`src/rtl/mem_port_arbiter.sv`:
```
// mem_port_arbiter
// Shares one physical memory port between the IFU (read-only fetch) and the
// LSU (load/store). Only one transaction is in flight at a time:
//   IDLE -> REQ -> WAIT -> RESP -> IDLE
// The owner gets a single-cycle response pulse. A per-transaction timeout
// turns a stuck transaction into an error response so that the core does not hang.
//
// Optional feature: define ARB_ROUND_ROBIN_EN to arbitrate ties round-robin.
// When it is defined, the first tie goes to the IFU. When it is undefined,
// the LSU always wins a tie.
//
// Ports
//   clk, rst                      clock, synchronous active-high reset
//   ifu_req_valid/ready, ifu_addr IFU read request (ready is combinational)
//   ifu_resp_valid/rdata/resp_err IFU response pulse, held data, timeout flag
//   lsu_req_valid/ready, lsu_addr, lsu_wen, lsu_wdata, lsu_wmask  LSU request
//   lsu_resp_valid/rdata/resp_err LSU response pulse (also the write ack)
//   mem_req_valid/ready, mem_addr, mem_wen, mem_wdata, mem_wmask  downstream request
//   mem_resp_valid, mem_rdata     downstream response
//   busy                          a transaction is in progress
module mem_port_arbiter #(
    parameter int ADDR_W  = 32,
    parameter int DATA_W  = 32,
    parameter int TIMEOUT = 255
) (
    input  logic                clk,
    input  logic                rst,
    input  logic                ifu_req_valid,
    output logic                ifu_req_ready,
    input  logic [ADDR_W-1:0]   ifu_addr,
    output logic                ifu_resp_valid,
    output logic [DATA_W-1:0]   ifu_rdata,
    output logic                ifu_resp_err,
    input  logic                lsu_req_valid,
    output logic                lsu_req_ready,
    input  logic [ADDR_W-1:0]   lsu_addr,
    input  logic                lsu_wen,
    input  logic [DATA_W-1:0]   lsu_wdata,
    input  logic [DATA_W/8-1:0] lsu_wmask,
    output logic                lsu_resp_valid,
    output logic [DATA_W-1:0]   lsu_rdata,
    output logic                lsu_resp_err,
    output logic                mem_req_valid,
    input  logic                mem_req_ready,
    output logic [ADDR_W-1:0]   mem_addr,
    output logic                mem_wen,
    output logic [DATA_W-1:0]   mem_wdata,
    output logic [DATA_W/8-1:0] mem_wmask,
    input  logic                mem_resp_valid,
    input  logic [DATA_W-1:0]   mem_rdata,
    output logic                busy
);

    localparam int MASK_W = DATA_W / 8;
    localparam int CNT_W  = $clog2(TIMEOUT + 2) + 1;

    typedef enum logic [1:0] {S_IDLE, S_REQ, S_WAIT, S_RESP} state_t;

    state_t             state;
    logic               owner_lsu;
    logic [CNT_W-1:0]   cnt;
    logic               lsu_first;
    logic               grant_lsu;
    logic               accept;
    logic               idle;
    logic               tmo_hit;
    logic               got_resp;
    logic               done;
    logic [DATA_W-1:0]  done_data;

`ifdef ARB_ROUND_ROBIN_EN
    // last_lsu == 1 after reset, so the IFU takes the first tie.
    logic last_lsu;
    assign lsu_first = !last_lsu;

    always_ff @(posedge clk) begin
        if (rst)         last_lsu <= 1'b1;
        else if (accept) last_lsu <= grant_lsu;
    end
`else
    assign lsu_first = 1'b1;
`endif

    // A single requester always wins. A tie is decided by lsu_first.
    assign idle          = (state == S_IDLE) && !rst;
    assign grant_lsu     = lsu_req_valid && (lsu_first || !ifu_req_valid);
    assign lsu_req_ready = idle && grant_lsu;
    assign ifu_req_ready = idle && ifu_req_valid && !grant_lsu;
    assign accept        = lsu_req_ready || ifu_req_ready;
    assign busy          = (state != S_IDLE);

    // cnt is 0 in the first cycle after accept. The error response lands
    // TIMEOUT cycles after the accept cycle. A real response in the same
    // cycle takes precedence over the timeout.
    assign tmo_hit   = (TIMEOUT != 0) && ((int'(cnt) + 2) >= TIMEOUT);
    assign got_resp  = (state == S_WAIT) && mem_resp_valid;
    assign done      = got_resp || (((state == S_REQ) || (state == S_WAIT)) && tmo_hit);
    assign done_data = got_resp ? mem_rdata : '0;

    always_ff @(posedge clk) begin
        if (rst) begin
            state          <= S_IDLE;
            owner_lsu      <= 1'b0;
            cnt            <= '0;
            mem_req_valid  <= 1'b0;
            mem_addr       <= '0;
            mem_wen        <= 1'b0;
            mem_wdata      <= '0;
            mem_wmask      <= '0;
            ifu_resp_valid <= 1'b0;
            ifu_resp_err   <= 1'b0;
            ifu_rdata      <= '0;
            lsu_resp_valid <= 1'b0;
            lsu_resp_err   <= 1'b0;
            lsu_rdata      <= '0;
        end else begin
            case (state)
                S_IDLE: begin
                    if (accept) begin
                        owner_lsu     <= grant_lsu;
                        mem_addr      <= grant_lsu ? lsu_addr : ifu_addr;
                        mem_wen       <= grant_lsu && lsu_wen;
                        mem_wdata     <= grant_lsu ? lsu_wdata : '0;
                        mem_wmask     <= grant_lsu ? lsu_wmask : MASK_W'(0);
                        mem_req_valid <= 1'b1;
                        cnt           <= '0;
                        state         <= S_REQ;
                    end
                end
                S_REQ, S_WAIT: begin
                    if (TIMEOUT != 0) cnt <= cnt + 1'b1;
                    if (done) begin
                        mem_req_valid <= 1'b0;
                        state         <= S_RESP;
                        if (owner_lsu) begin
                            lsu_resp_valid <= 1'b1;
                            lsu_resp_err   <= !got_resp;
                            lsu_rdata      <= done_data;
                        end else begin
                            ifu_resp_valid <= 1'b1;
                            ifu_resp_err   <= !got_resp;
                            ifu_rdata      <= done_data;
                        end
                    end else if ((state == S_REQ) && mem_req_ready) begin
                        mem_req_valid <= 1'b0;
                        state         <= S_WAIT;
                    end
                end
                S_RESP: begin
                    ifu_resp_valid <= 1'b0;
                    ifu_resp_err   <= 1'b0;
                    lsu_resp_valid <= 1'b0;
                    lsu_resp_err   <= 1'b0;
                    state          <= S_IDLE;
                end
                default: state <= S_IDLE;
            endcase
        end
    end

endmodule

```
`config.mk`:
```
export PLATFORM = sky130hd
export DESIGN_NAME = mem_port_arbiter
export DESIGN_NICKNAME = d
export VERILOG_FILES = /design/src/rtl/mem_port_arbiter.sv
export SDC_FILE = /design/constraint.sdc
export NUM_CORES = 1
export LEC_CHECK = 0
export CELL_PAD_IN_SITES_DETAIL_PLACEMENT = 0
export CELL_PAD_IN_SITES_GLOBAL_PLACEMENT = 1
export CORE_UTILIZATION = 33
export DETAILED_ROUTE_END_ITERATION = 6
export GPL_TIMING_DRIVEN = 0
export HOLD_SLACK_MARGIN = 0.05
export PLACE_DENSITY = 0.84
export SLEW_MARGIN = 20
export SYNTH_ARGS = -nofsm -noshare
export SYNTH_HDL_FRONTEND = slang
export SYNTH_SLANG_ARGS = --single-unit
```
`constraint.sdc`:
```
create_clock -name clk -period 6.5 [get_ports clk]
set_input_delay 1.3 -clock clk [delete_from_list [all_inputs] [get_ports clk]]
set_output_delay 1.3 -clock clk [all_outputs]
set_load 0.01 [all_outputs]
```
After elaboration in Yosys (flattened, before gate mapping)
Index checks and enable logic that the tools add are counted.

Reductions and logical operators: 27. Muxes and demuxes: 26. Bitwise logic cells: 1. $lt $le $gt $ge: 1. Equal/unequal tests: 8. Add/subtract/negate cells: 2.

Operators with widths (count): 32-bit two-way mux (3); 10-bit case mux with 2 select lines (1); 3-bit AND reduction (5); 10-bit by 2-bit adder with 11-bit output (second input constant) (1); 11-bit by 8-bit greater-or-equal comparator with 1-bit output (second input constant) (1); 1-bit two-way mux (11); 10-bit by 1-bit adder with 10-bit output (second input constant) (1); 10-bit two-way mux (1); 1-bit case mux with 2 select lines (5); 1-bit logical AND (8); 2-bit != test (second input constant) (4); 2-bit two-way mux (3); 2-bit case mux with 3 select lines (1); 2-bit AND reduction (3); 2-bit nonzero test (3); 2-bit == test (second input constant) (2); 4-bit two-way mux (1); 1-bit logical NOT (3); 1-bit logical OR (3); 3-bit != test (second input constant) (1); 2-bit by 1-bit == test with 1-bit output (second input constant) (1); 2-bit logical NOT (1); 2-bit OR reduction (1); 1-bit inverter (1).

Output and inout port bits: 141. Register bits: 151.

Depth between registers and ports, before layout
Depth in word-level cells: 7. Depth in mapped cells: 10.

Worst setup path before layout
OpenSTA, ideal clock, no wires.

Path type: input-to-output. From: in lsu_req_valid. To: out ifu_req_ready. Path buffers: 2. Setup slack: 2.885 ns. Stages: 3. Data arrival time: 2.315 ns. Required time: 5.200 ns. Cell sequence: clkbuf_1 -> clkbuf_1 -> and3b_1.

Cells in the longest elaborated chain, start to end: 2.

RTL lines: start, declared (line 34) `input logic lsu_req_valid,`; 1-bit logical NOT (line 88) `assign ifu_req_ready = idle && ifu_req_valid && !grant_lsu;`; 1-bit logical AND (line 88); end, declared (line 29) `output logic ifu_req_ready,`.

No other way between the ends.

Final worst setup path
From: in lsu_req_valid. To: out lsu_req_ready.

Cells in the longest elaborated chain, start to end: 1.

RTL lines: 1-bit logical AND (line 87) `assign lsu_req_ready = idle && grant_lsu;`; end, declared (line 35) `output logic lsu_req_ready,`.

No other way between the ends.

==> impl_metrics.yaml <==
outcome:
  status: "finished clean"
power:
  powerDensity_nw_per_um2: 235
  p_int_mw: 1.73
  ir_drop_uv: 195
  power_frac_seq_pct: 41.8
  cellLeakagePower_nw: 3.44
  swShare_pct: 27.0
  power_frac_comb_pct: 17.2
  clkPwrFrac_pct: 41.0
  p_sw_mw: 0.641
  finalPower_mw: 2.37
global_routing:
  grt_pass1_wl_um: 33800
  antenna_found_initial: 0
  overflow: 0
  grt_max_degree: 17
  grt_usage_pct: 21.8
  grt_pass1_vias: 6390
route:
  post-route-drc-count: 0
  drtIter0Drc: 353
  wire_per_inst_um: 17.7
  vias: 6606
  viasPerCell: 5.32
  ant_nets: 0
  dr.pass1.iters: 5
  wl_um: 21900
setup_path:
  start_kind: "primary input"
  slowest_stage: "clkdlybuf4s50_1"
  cp.arrival_ns: 3.60
  cp.required_ns: 5.20
  path_class: "primary input to primary output"
  critical_path.max_fanout: 10
  cp-end-kind: "primary output"
  path_cells: "clkdlybuf4s50_1, clkbuf_1, and2_1, clkbuf_1, clkdlybuf4s50_1"
  slowest_delay_ns: 0.63
sta:
  finalSetupViolCount: 0
  fin_crit_ns: 4.90
  finalClockSkew_ns: 0.00909
  fin_crit_sh_pct: 75.4
  final_max_slew_viol_count: 0
  setup_tns_ns: 0
  tightest_slew_ns: 0.901
  rsz0062_at_grt: "false"
  fmax_mhz: 204
  holdWs_ns: 0.461
  relSlewSlack_pct: 39.5
  hold_viol: 0
clocking:
  cts_tree: "done"
  postCtsHoldBufs: 0
  cts_post_setup_buffers_inserted: 0
  cts.sinks: 151
  htree_levels: 4
  clk_latency_ns: 0.43
  cts-root-buf: "clkbuf_16"
  clkTransAtPathRegs_ns: 0.06
  cts_buffers: 17
  cts_buffer_depth: 2
  cts_resized: 0
synthesis:
  ys_warn_count: 0
  synthArstFlopShare_pct: 0
  syn_inst: 671
  synth_ff_type: "dfxtp_1"
  synthAdderAreaFrac_pct: 1.76
  synth_top_family_by_area: "compound AO/OA/AOI/OAI gates"
  syn_area_um2: 6400
  yosys.area_share.simple_pct: 10.6
  synth_xor_area_share_pct: 1.23
  synth_area_per_cell_um2: 9.53
  synthMuxAreaShare_pct: 5.48
  ys_seq_area_share_pct: 47.3
  synth-edff-count: 0
  ys_types: 47
  synth_nets: 819
  synth-compound-area-share_pct: 28.1
  synth-seq-cells: 151
die:
  dieArea_um2: 19900
  row_count: 50
  start_util_pct: 34.0
  fp.dieW_um: 141
  io_pins: 280
  core_um2: 18800
  die_h_um: 141
placed_design:
  place.gp.congestion: 0.773
  io_buffers: 278
  dp.cells: 1209
  dpl.hpwl_um: 16200
cells_and_area:
  fin_cells: 1241
  final_cell_mix: "clkdlybuf4s50_1 (278), dfxtp_1 (151), nor2_1 (81), a31oi_1 (66)"
  layout_commonest_cell: "clkdlybuf4s50_1"
  final_nets: 1116
  drive_above_1_share_pct: 6.12
  diodes: 0
  synthToLayoutAreaGrowth_pct: 57.7
worst_hold_path:
  hp-class: "flop to flop"
job:
  cap_violations: 0
## cell usage after synthesis, types with 8 or more instances
master,number,area [um2]
ha_1,9,113
clkbuf_1,51,191
buf_1,8,30.0
a22oi_1,38,285
nand2_1,53,199
a311oi_1,53,464
nor2_1,81,304
a311oi_2,14,210
inv_1,10,37.5
a211oi_1,34,255
a31oi_1,66,413
mux2i_1,35,350
dfxtp_1,151,3020
## worst paths after layout
| check | start | end | slack, ns | depth (start not counted) |
|---|---|---|---|---|
| max | lsu_req_valid | lsu_req_ready | 1.60 | 5 |
| min | ifu_resp_err$_SDFFE_PP0P_ | ifu_resp_err$_SDFFE_PP0P_ | 0.46 | 2 |
| max reg2reg | state[1]$_SDFFE_PP0P_ | ifu_rdata[10]$_SDFFE_PP0P_ | 3.77 | 9 |
| min reg2reg | ifu_resp_err$_SDFFE_PP0P_ | ifu_resp_err$_SDFFE_PP0P_ | 0.46 | 2 |
## power by group through the flow
| stage | registers [mW] | clock network [mW] | logic (mW) |
|---|---|---|---|
| final | 0.993 | 0.972 | 0.409 |
| after CTS | 0.994 | 0.986 | 0.411 |
| after global routing | 0.998 | 1.03 | 0.444 |
| after detailed placement | 1.01 | 0 | 0.409 |
| after floorplan | 1.03 | 0 | 0.163 |
| after global placement | 1.01 | 0 | 0.410 |
## per-stage QoR
stage | worst slack [ns] | utilization [%] | area, um2
2_1_floorplan | 2.88 | - | 6400
3_3_place_gp | 1.62 | 50.5 | 9510
3_5_place_dp | 1.60 | 50.5 | 9510
4_1_cts | 1.59 | 53.6 | 10100
5_1_grt | 1.47 | 53.6 | 10100
6_report | 1.60 | 53.6 | 10100
## cells by family after synthesis
group,Yosys count
muxes,35
and+or+nand+nor,161
adders and majority gates,9
AOI/OAI and AO/OA,226
DFF,151
buffers and inverters,80
xor gates and xnor gates,9
## routing by layer
layer  global-route usage [%]  part of all wire [%]  vias up
li1                         -                     -     3151
met1                     26.4                    43     3089
met2                     35.6                    45      333
met3                     7.47                   9.6       33
met4                     7.95                   2.3        0
met5                        0                     0        -
## final cells by class
cell class                 count  area (um2)
multi-input combinational    440        3020
tap                          260         325
timing repair buffer         278        2780
clock inverter                12         116
fill                        1773        8740
clock buffer                  20         467
sequential                   151        3020
buffer                        70         317
inverter                      10        37.5
## sequential cells by signal (all words and copies together), names as in the netlist, 2 cells and up
signal and count:
ifu_rdata 32, lsu_rdata 32, mem_addr 32, mem_wdata 32, cnt 10, mem_wmask 4, state 2
## critical path, delay by kind of cell
kind	cells	cell delay [ns]
buf+inv	4	1.97
simple gates	1	0.31
Note: power is estimated with default switching activity, not from simulation.
